File: config.mk
export PLATFORM = sky130hd
export DESIGN_NAME = dict_req_scheduler
export DESIGN_NICKNAME = d
export VERILOG_FILES = /design/src/rtl/dict_pkg.sv /design/src/rtl/dict_req_fifo.sv /design/src/rtl/dict_req_scheduler.sv
export SDC_FILE = /design/constraint.sdc
export NUM_CORES = 1
export LEC_CHECK = 0
export CELL_PAD_IN_SITES_DETAIL_PLACEMENT = 1
export CELL_PAD_IN_SITES_GLOBAL_PLACEMENT = 2
export CORE_UTILIZATION = 38
export DETAILED_ROUTE_END_ITERATION = 8
export PLACE_DENSITY = 0.87
export SLEW_MARGIN = 20
export SYNTH_ARGS = -nofsm -noshare
export SYNTH_HDL_FRONTEND = slang
export SYNTH_SLANG_ARGS = --single-unit
File: constraint.sdc
create_clock -name clk -period 4.21 [get_ports clk]
set_input_delay 1.0525 -clock clk [delete_from_list [all_inputs] [get_ports clk]]
set_output_delay 1.0525 -clock clk [all_outputs]
set_load 0.02 [all_outputs]
File: src/rtl/dict_pkg.sv
// Shared types for the dictionary request scheduler.
// Command/response encodings, FSM states and the request bundle.
package dict_pkg;

  localparam int DICT_DATA_W = 80;
  localparam int DICT_IDX_W  = 8;
  localparam int DICT_TAG_W  = 4;

  typedef enum logic [1:0] {
    CMD_NOP    = 2'b00,
    CMD_COMP   = 2'b01,
    CMD_DECOMP = 2'b10,
    CMD_BAD    = 2'b11
  } cmd_e;

  typedef enum logic [1:0] {
    RSP_COMP_OK   = 2'b01,
    RSP_DECOMP_OK = 2'b10,
    RSP_ERR       = 2'b11
  } rsp_e;

  typedef enum logic [1:0] {
    S_IDLE,
    S_ISSUE,
    S_CAPTURE,
    S_HOLD
  } sched_state_e;

  typedef struct packed {
    cmd_e                   cmd;
    logic [DICT_DATA_W-1:0] data;
    logic [DICT_IDX_W-1:0]  idx;
    logic [DICT_TAG_W-1:0]  tag;
  } req_t;

  function automatic logic cmd_legal(input logic [1:0] c);
    return (c == CMD_COMP) || (c == CMD_DECOMP);
  endfunction

endpackage

File: src/rtl/dict_req_fifo.sv
// Synchronous request FIFO, power-of-two depth.
// Head entry is read combinationally; no write-to-read bypass.
module dict_req_fifo
  import dict_pkg::*;
#(
  parameter int  DEPTH   = 4,
  parameter type entry_t = req_t
) (
  input  logic                     clk,
  input  logic                     reset_n,
  input  logic                     push,
  input  entry_t                   wdata,
  input  logic                     pop,
  output entry_t                   rdata,
  output logic                     full,
  output logic                     empty,
  output logic [$clog2(DEPTH):0]   count
);

  localparam int AW = $clog2(DEPTH);

  entry_t        mem [DEPTH];
  logic [AW-1:0] wr_ptr;
  logic [AW-1:0] rd_ptr;
  logic [AW:0]   cnt;
  logic          do_push;
  logic          do_pop;

  assign full    = (cnt == (AW+1)'(DEPTH));
  assign empty   = (cnt == '0);
  assign count   = cnt;
  assign rdata   = mem[rd_ptr];
  assign do_push = push && !full;
  assign do_pop  = pop && !empty;

  always_ff @(posedge clk or negedge reset_n) begin
    if (!reset_n) begin
      wr_ptr <= '0;
      rd_ptr <= '0;
      cnt    <= '0;
    end else begin
      if (do_push) wr_ptr <= wr_ptr + AW'(1);
      if (do_pop)  rd_ptr <= rd_ptr + AW'(1);
      case ({do_push, do_pop})
        2'b10:   cnt <= cnt + (AW+1)'(1);
        2'b01:   cnt <= cnt - (AW+1)'(1);
        default: cnt <= cnt;
      endcase
    end
  end

  always_ff @(posedge clk) begin
    if (do_push) mem[wr_ptr] <= wdata;
  end

endmodule

File: src/rtl/dict_req_scheduler.sv
// Request scheduler in front of the dictionary engine: FIFO, one-at-a-time issue, held response.
// Optional DICT_REQ_STATS_EN adds saturating per-code response counters.
module dict_req_scheduler
  import dict_pkg::*;
#(
  parameter int FIFO_DEPTH = 4,
  parameter int DATA_W     = DICT_DATA_W,
  parameter int IDX_W      = DICT_IDX_W,
  parameter int TAG_W      = DICT_TAG_W
) (
  input  logic                          clk,
  input  logic                          reset_n,
  input  logic                          req_valid,
  output logic                          req_ready,
  input  logic [1:0]                    req_cmd,
  input  logic [DATA_W-1:0]             req_data,
  input  logic [IDX_W-1:0]              req_idx,
  input  logic [TAG_W-1:0]              req_tag,
  output logic [1:0]                    eng_command,
  output logic [DATA_W-1:0]             eng_data_in,
  output logic [IDX_W-1:0]              eng_compressed_in,
  input  logic [IDX_W-1:0]              eng_compressed_out,
  input  logic [DATA_W-1:0]             eng_decompressed_out,
  input  logic [1:0]                    eng_response,
  output logic                          rsp_valid,
  input  logic                          rsp_ready,
  output logic [1:0]                    rsp_code,
  output logic [IDX_W-1:0]              rsp_idx,
  output logic [DATA_W-1:0]             rsp_data,
  output logic [TAG_W-1:0]              rsp_tag,
  output logic [$clog2(FIFO_DEPTH):0]   fifo_count
`ifdef DICT_REQ_STATS_EN
  ,
  output logic [15:0]                   stat_comp,
  output logic [15:0]                   stat_decomp,
  output logic [15:0]                   stat_err
`endif
);

  typedef struct packed {
    logic [1:0]        cmd;
    logic [DATA_W-1:0] data;
    logic [IDX_W-1:0]  idx;
    logic [TAG_W-1:0]  tag;
  } entry_t;

  entry_t       wr_entry;
  entry_t       head;
  logic         full;
  logic         empty;
  logic         pop;
  logic         load;
  logic         capture;
  logic         ack;
  sched_state_e state;
  sched_state_e state_n;

  logic [1:0]        cur_cmd;
  logic [DATA_W-1:0] cur_data;
  logic [IDX_W-1:0]  cur_idx;
  logic [TAG_W-1:0]  cur_tag;

  assign wr_entry = '{cmd: req_cmd, data: req_data,
                      idx: req_idx, tag: req_tag};
  assign req_ready = !full;

  dict_req_fifo #(
    .DEPTH   (FIFO_DEPTH),
    .entry_t (entry_t)
  ) u_fifo (
    .clk     (clk),
    .reset_n (reset_n),
    .push    (req_valid),
    .wdata   (wr_entry),
    .pop     (pop),
    .rdata   (head),
    .full    (full),
    .empty   (empty),
    .count   (fifo_count)
  );

  always_ff @(posedge clk or negedge reset_n) begin
    if (!reset_n) state <= S_IDLE;
    else          state <= state_n;
  end

  always_comb begin
    state_n = state;
    pop     = 1'b0;
    load    = 1'b0;
    capture = 1'b0;
    ack     = 1'b0;
    unique case (state)
      S_IDLE: begin
        if (!empty) begin
          pop     = 1'b1;
          load    = 1'b1;
          state_n = cmd_legal(head.cmd) ? S_ISSUE : S_HOLD;
        end
      end
      S_ISSUE: state_n = S_CAPTURE;
      S_CAPTURE: begin
        capture = 1'b1;
        state_n = S_HOLD;
      end
      S_HOLD: begin
        if (rsp_ready) begin
          ack = 1'b1;
          if (!empty) begin
            pop     = 1'b1;
            load    = 1'b1;
            state_n = cmd_legal(head.cmd) ? S_ISSUE : S_HOLD;
          end else begin
            state_n = S_IDLE;
          end
        end
      end
      default: state_n = S_IDLE;
    endcase
  end

  assign eng_command       = (state == S_ISSUE) ? cur_cmd : CMD_NOP;
  assign eng_data_in       = cur_data;
  assign eng_compressed_in = cur_idx;

  always_ff @(posedge clk or negedge reset_n) begin
    if (!reset_n) begin
      cur_cmd   <= CMD_NOP;
      cur_data  <= '0;
      cur_idx   <= '0;
      cur_tag   <= '0;
      rsp_valid <= 1'b0;
      rsp_code  <= 2'b00;
      rsp_idx   <= '0;
      rsp_data  <= '0;
      rsp_tag   <= '0;
    end else begin
      if (load) begin
        cur_cmd  <= head.cmd;
        cur_data <= head.data;
        cur_idx  <= head.idx;
        cur_tag  <= head.tag;
      end
      if (ack) rsp_valid <= 1'b0;
      // Illegal commands never reach the engine; answer straight away.
      if (load && !cmd_legal(head.cmd)) begin
        rsp_valid <= 1'b1;
        rsp_code  <= RSP_ERR;
        rsp_idx   <= '0;
        rsp_data  <= '0;
        rsp_tag   <= head.tag;
      end
      if (capture) begin
        rsp_valid <= 1'b1;
        rsp_code  <= eng_response;
        rsp_tag   <= cur_tag;
        if (cur_cmd == CMD_COMP) begin
          rsp_idx  <= eng_compressed_out;
          rsp_data <= '0;
        end else begin
          rsp_idx  <= cur_idx;
          rsp_data <= eng_decompressed_out;
        end
      end
    end
  end

`ifdef DICT_REQ_STATS_EN
  logic hs;
  assign hs = rsp_valid && rsp_ready;

  always_ff @(posedge clk or negedge reset_n) begin
    if (!reset_n) begin
      stat_comp   <= '0;
      stat_decomp <= '0;
      stat_err    <= '0;
    end else if (hs) begin
      if (rsp_code == RSP_COMP_OK && stat_comp != 16'hFFFF)
        stat_comp <= stat_comp + 16'd1;
      if (rsp_code == RSP_DECOMP_OK && stat_decomp != 16'hFFFF)
        stat_decomp <= stat_decomp + 16'd1;
      if (rsp_code == RSP_ERR && stat_err != 16'hFFFF)
        stat_err <= stat_err + 16'd1;
    end
  end
`endif

endmodule

==> out/summary.md <==
The via count of the first global-routing pass came out at 13190. The initial antenna violation count is 9, and the post-DP HPWL is 33700 µm. Setup repair after global routing left no endpoint under its margin.

The synthesized netlist contains 31 unique library cells. Max-cap violations in this run came to 0. The minimum setup slack in the final design is 0.8677 ns. At the placement stage, the worst setup path has a slack of 0.9445 ns.

The logs give 0.7314 for the global placer's final weighted congestion and 76.62% for the sequential cell area fraction in the yosys report. The average cell area after synthesis came out at 17.76 µm². The initial utilization of the core area, before any placement, comes to 38.48%.

The run gives 454 as the number of violations reported at the end of detailed-routing iteration 0. Once the clock tree was built, the setup fixing pass inserted 0 buffers. Number of flops mapped to enable cells by yosys: 376.

Dividing total power by cell area gives a power density of 794.2 mW/mm². The logs give 1194 for the number of cells produced by synthesis and 0 for the number of hold-slack violations in the final timing report. The logs give 0 for the number of warnings reported in the yosys synthesis log and 61 for the number of buffers created by CTS. The largest net degree at the start of global routing is 95. For this run, the top clock speed supported by timing is 299.2 MHz. For this run, the detailed router's first-pass iteration total came to 7. TritonCTS built the clock tree. The die covers 0.05674 mm². Max-slew violation count: 0. Summed over all cells, the static leakage comes to 10.60 nW. After detailed routing, the number of vias per cell comes to 5.006. The wire length reported by the detailed router was 54660 µm.

For the total chip power, the log shows 0.02231 W. The root buffer selected by CTS is sky130_fd_sc_hd__clkbuf_16. The biggest area contributor in the post-synthesis netlist is sky130_fd_sc_hd__edfxtp_1. For the worst ir drop on vdd, the log shows 0.0005018 V. The first global-routing pass estimated 82810 µm of wire. The detailed router placed 11970 vias in this run.

In the layout the commonest cells are 376 x sky130_fd_sc_hd__edfxtp_1, 375 x sky130_fd_sc_hd__clkdlybuf4s50_1, 288 x sky130_fd_sc_hd__nand2_1. The layout-stage area growth over the synthesis result is 32.51%. The required time at the worst-slack endpoint was 3.16 ns. The height of the die is 238.2 µm. The total of endpoints with negative setup slack in the final report is 0, and the flop and latch count out of synthesis is 574.

The setup path with the least slack is of type flop to primary output. The mean routed wirelength per cell was 22.85 µm; the net count after synthesis was 1393. The worst path uses 79.39% of the clock period.

In this run the remaining antenna-violating nets after routing total 0. In this run the deepest clock path goes through 3 buffers. The most common cell after layout, fill and taps aside was sky130_fd_sc_hd__edfxtp_1. The worst hold path belongs to the class input pin to asynchronous set/reset pin.

The run gives 1789 as the number of nets in the final layout. The die is 238.2 µm wide. The total area inside the core boundary comes to 0.05509 mm². For the total overflow reported by the global router, the log shows 0. The number of clock sinks was 574. At the worst endpoint, the arrival time is 2.29 ns. By area the synthesized netlist is led by sky130_fd_sc_hd__edfxtp_1 53%, sky130_fd_sc_hd__dfrtp_1 23%, sky130_fd_sc_hd__mux4_2 10%. Clock-pin slew was measured on the worst setup and hold paths at 0.06 ns. The top flip-flop cell by instance count after synthesis was sky130_fd_sc_hd__edfxtp_1. For the pin with the worst max-slew slack, the measured transition is 0.9974 ns. After floorplanning, the core was divided into 86 placement rows.

For the overall fraction of global-route tracks in use, the log shows 19.39%. For the final database, setup skew stands at 0.02522 ns. Of all nets on the critical path, the largest fanout is 5.

The remaining routing DRC violations is 0, and the final critical-path required period is 3.342 ns. Number of I/O pins: 377. The H-tree was split into 2 levels. Ratio of cells with drive above 1 in the final layout: 14.36%.

The tools report the clock network latency to the later pin of the worst-skew pair as 0.63 ns. In this run the tool buffered the top-level ports with 376 buffer cells. The tools report the quantity of gates resized following cts as 0.

The sort of element at the start of the critical path was a flop. The share of the synthesized area in the top cell type was 53.25%; the accumulated negative setup slack was 0 ns. The number of hold buffers added after CTS came out at 0. In this run the cell area of the synthesized design comes to 0.02120 mm². The run finished with clean final reports.

In this run the tightest slew margin relative to its limit is 33.37%. Proportion of synthesized flip-flops having asynchronous set or reset: 34.49%. The worst setup path is captured at a primary output.
==> power breakdown <==
group          switching (W)  leakage, nW  internal (W)  total [W]
combinational        0.00439         3.61       0.00354    0.00792
sequential          0.000815         5.93       0.00774    0.00856
clock                0.00227         1.07       0.00357    0.00583
==> metal layers <==
layer | up-vias | GRT usage, % | share of wire [%]
met3 | 105 | 5.842 | 8.1
met5 | - | 0 | 0.19
met1 | 6187 | 23.57 | 39
met4 | 16 | 5.828 | 2.5
li1 | 5285 | - | -
met2 | 381 | 33.20 | 50
==> path summary, 6_finish.rpt <==
kind                                              start                           to  slack [ns]  cells past startpoint
max                                state[1]$_DFFE_PN0P_               eng_command[1]        0.87                      4
min                                             reset_n     rsp_data[77]$_DFFE_PN0P_        0.43                      1
max reg2reg                u_fifo.rd_ptr[0]$_DFFE_PN0P_     rsp_data[10]$_DFFE_PN0P_        1.35                      5
min reg2reg                 eng_data_in[71]$_DFFE_PN0N_  eng_data_in[71]$_DFFE_PN0N_        0.48                      2
max in group asynchronous                       reset_n     rsp_data[42]$_DFFE_PN0P_        2.84                      2
min in group clk            eng_data_in[71]$_DFFE_PN0N_  eng_data_in[71]$_DFFE_PN0N_        0.48                      2
==> worst max-delay path, stage by stage (launching register included) <==
cell	delay, ns
sky130_fd_sc_hd__dfrtp_1	0.43
sky130_fd_sc_hd__inv_1	0.14
sky130_fd_sc_hd__ha_1	0.27
sky130_fd_sc_hd__and2_1	0.15
sky130_fd_sc_hd__clkdlybuf4s50_1	0.66
==> sequential cells by signal (all words and copies together) (netlist names), 3 cells and up <==
signal	count
rsp_tag	4
rsp_data	80
rsp_idx	8
eng_data_in	80
u_fifo.mem	376
eng_compressed_in	8
cur_tag	4
u_fifo.count	3
==> through the flow <==
step	utilization (%)	area [µm²]	hold slack, ns	std cells
2_1_floorplan	-	21200	0.4464	1194
3_3_place_gp	46.97	25880	0.4573	2275
3_5_place_dp	46.97	25880	0.4648	2275
4_1_cts	50.99	28090	0.4548	2391
5_1_grt	50.99	28090	0.4672	2391
6_report	50.99	28090	0.4328	2392
==> Yosys cell counts (2+ instances only) <==
master,number
sky130_fd_sc_hd__o21ai_0,5
sky130_fd_sc_hd__nor2_1,3
sky130_fd_sc_hd__and2_1,3
sky130_fd_sc_hd__buf_1,2
sky130_fd_sc_hd__buf_2,12
sky130_fd_sc_hd__nand2_1,288
sky130_fd_sc_hd__a21oi_1,9
sky130_fd_sc_hd__and3_1,4
sky130_fd_sc_hd__mux2_2,9
sky130_fd_sc_hd__a22o_1,88
sky130_fd_sc_hd__nor2b_1,9
sky130_fd_sc_hd__or3_1,2
sky130_fd_sc_hd__xor2_1,3
sky130_fd_sc_hd__ha_1,10
sky130_fd_sc_hd__xnor2_1,4
sky130_fd_sc_hd__a31oi_1,5
sky130_fd_sc_hd__edfxtp_1,376
sky130_fd_sc_hd__inv_1,10
sky130_fd_sc_hd__buf_6,10
sky130_fd_sc_hd__mux4_2,94
sky130_fd_sc_hd__dfrtp_1,198
sky130_fd_sc_hd__clkbuf_1,41
==> kinds of logic after synthesis <==
kind of cell | share of synthesized area (%)
xor gates and xnor gates | 0.4190
muxes | 10.46
and+or+nand+nor | 5.730
DFF | 76.62
adders and majority gates | 0.6846
buffers and inverters | 1.770
AOI/OAI and AO/OA | 4.308
==> cell type report <==
| type | instances | area [µm²] |
|---|---|---|
| Antenna cell | 1 | 2.502 |
| Sequential cell | 574 | 16250 |
| Tap cell | 748 | 935.9 |
| Multi-Input combinational cell | 544 | 4613 |
| Clock inverter | 30 | 470.5 |
| Timing Repair Buffer | 398 | 4034 |
| Clock buffer | 86 | 1742 |
| Fill cell | 5240 | 27000 |
| Inverter | 11 | 43.79 |
(Power assumes the default switching activity.)
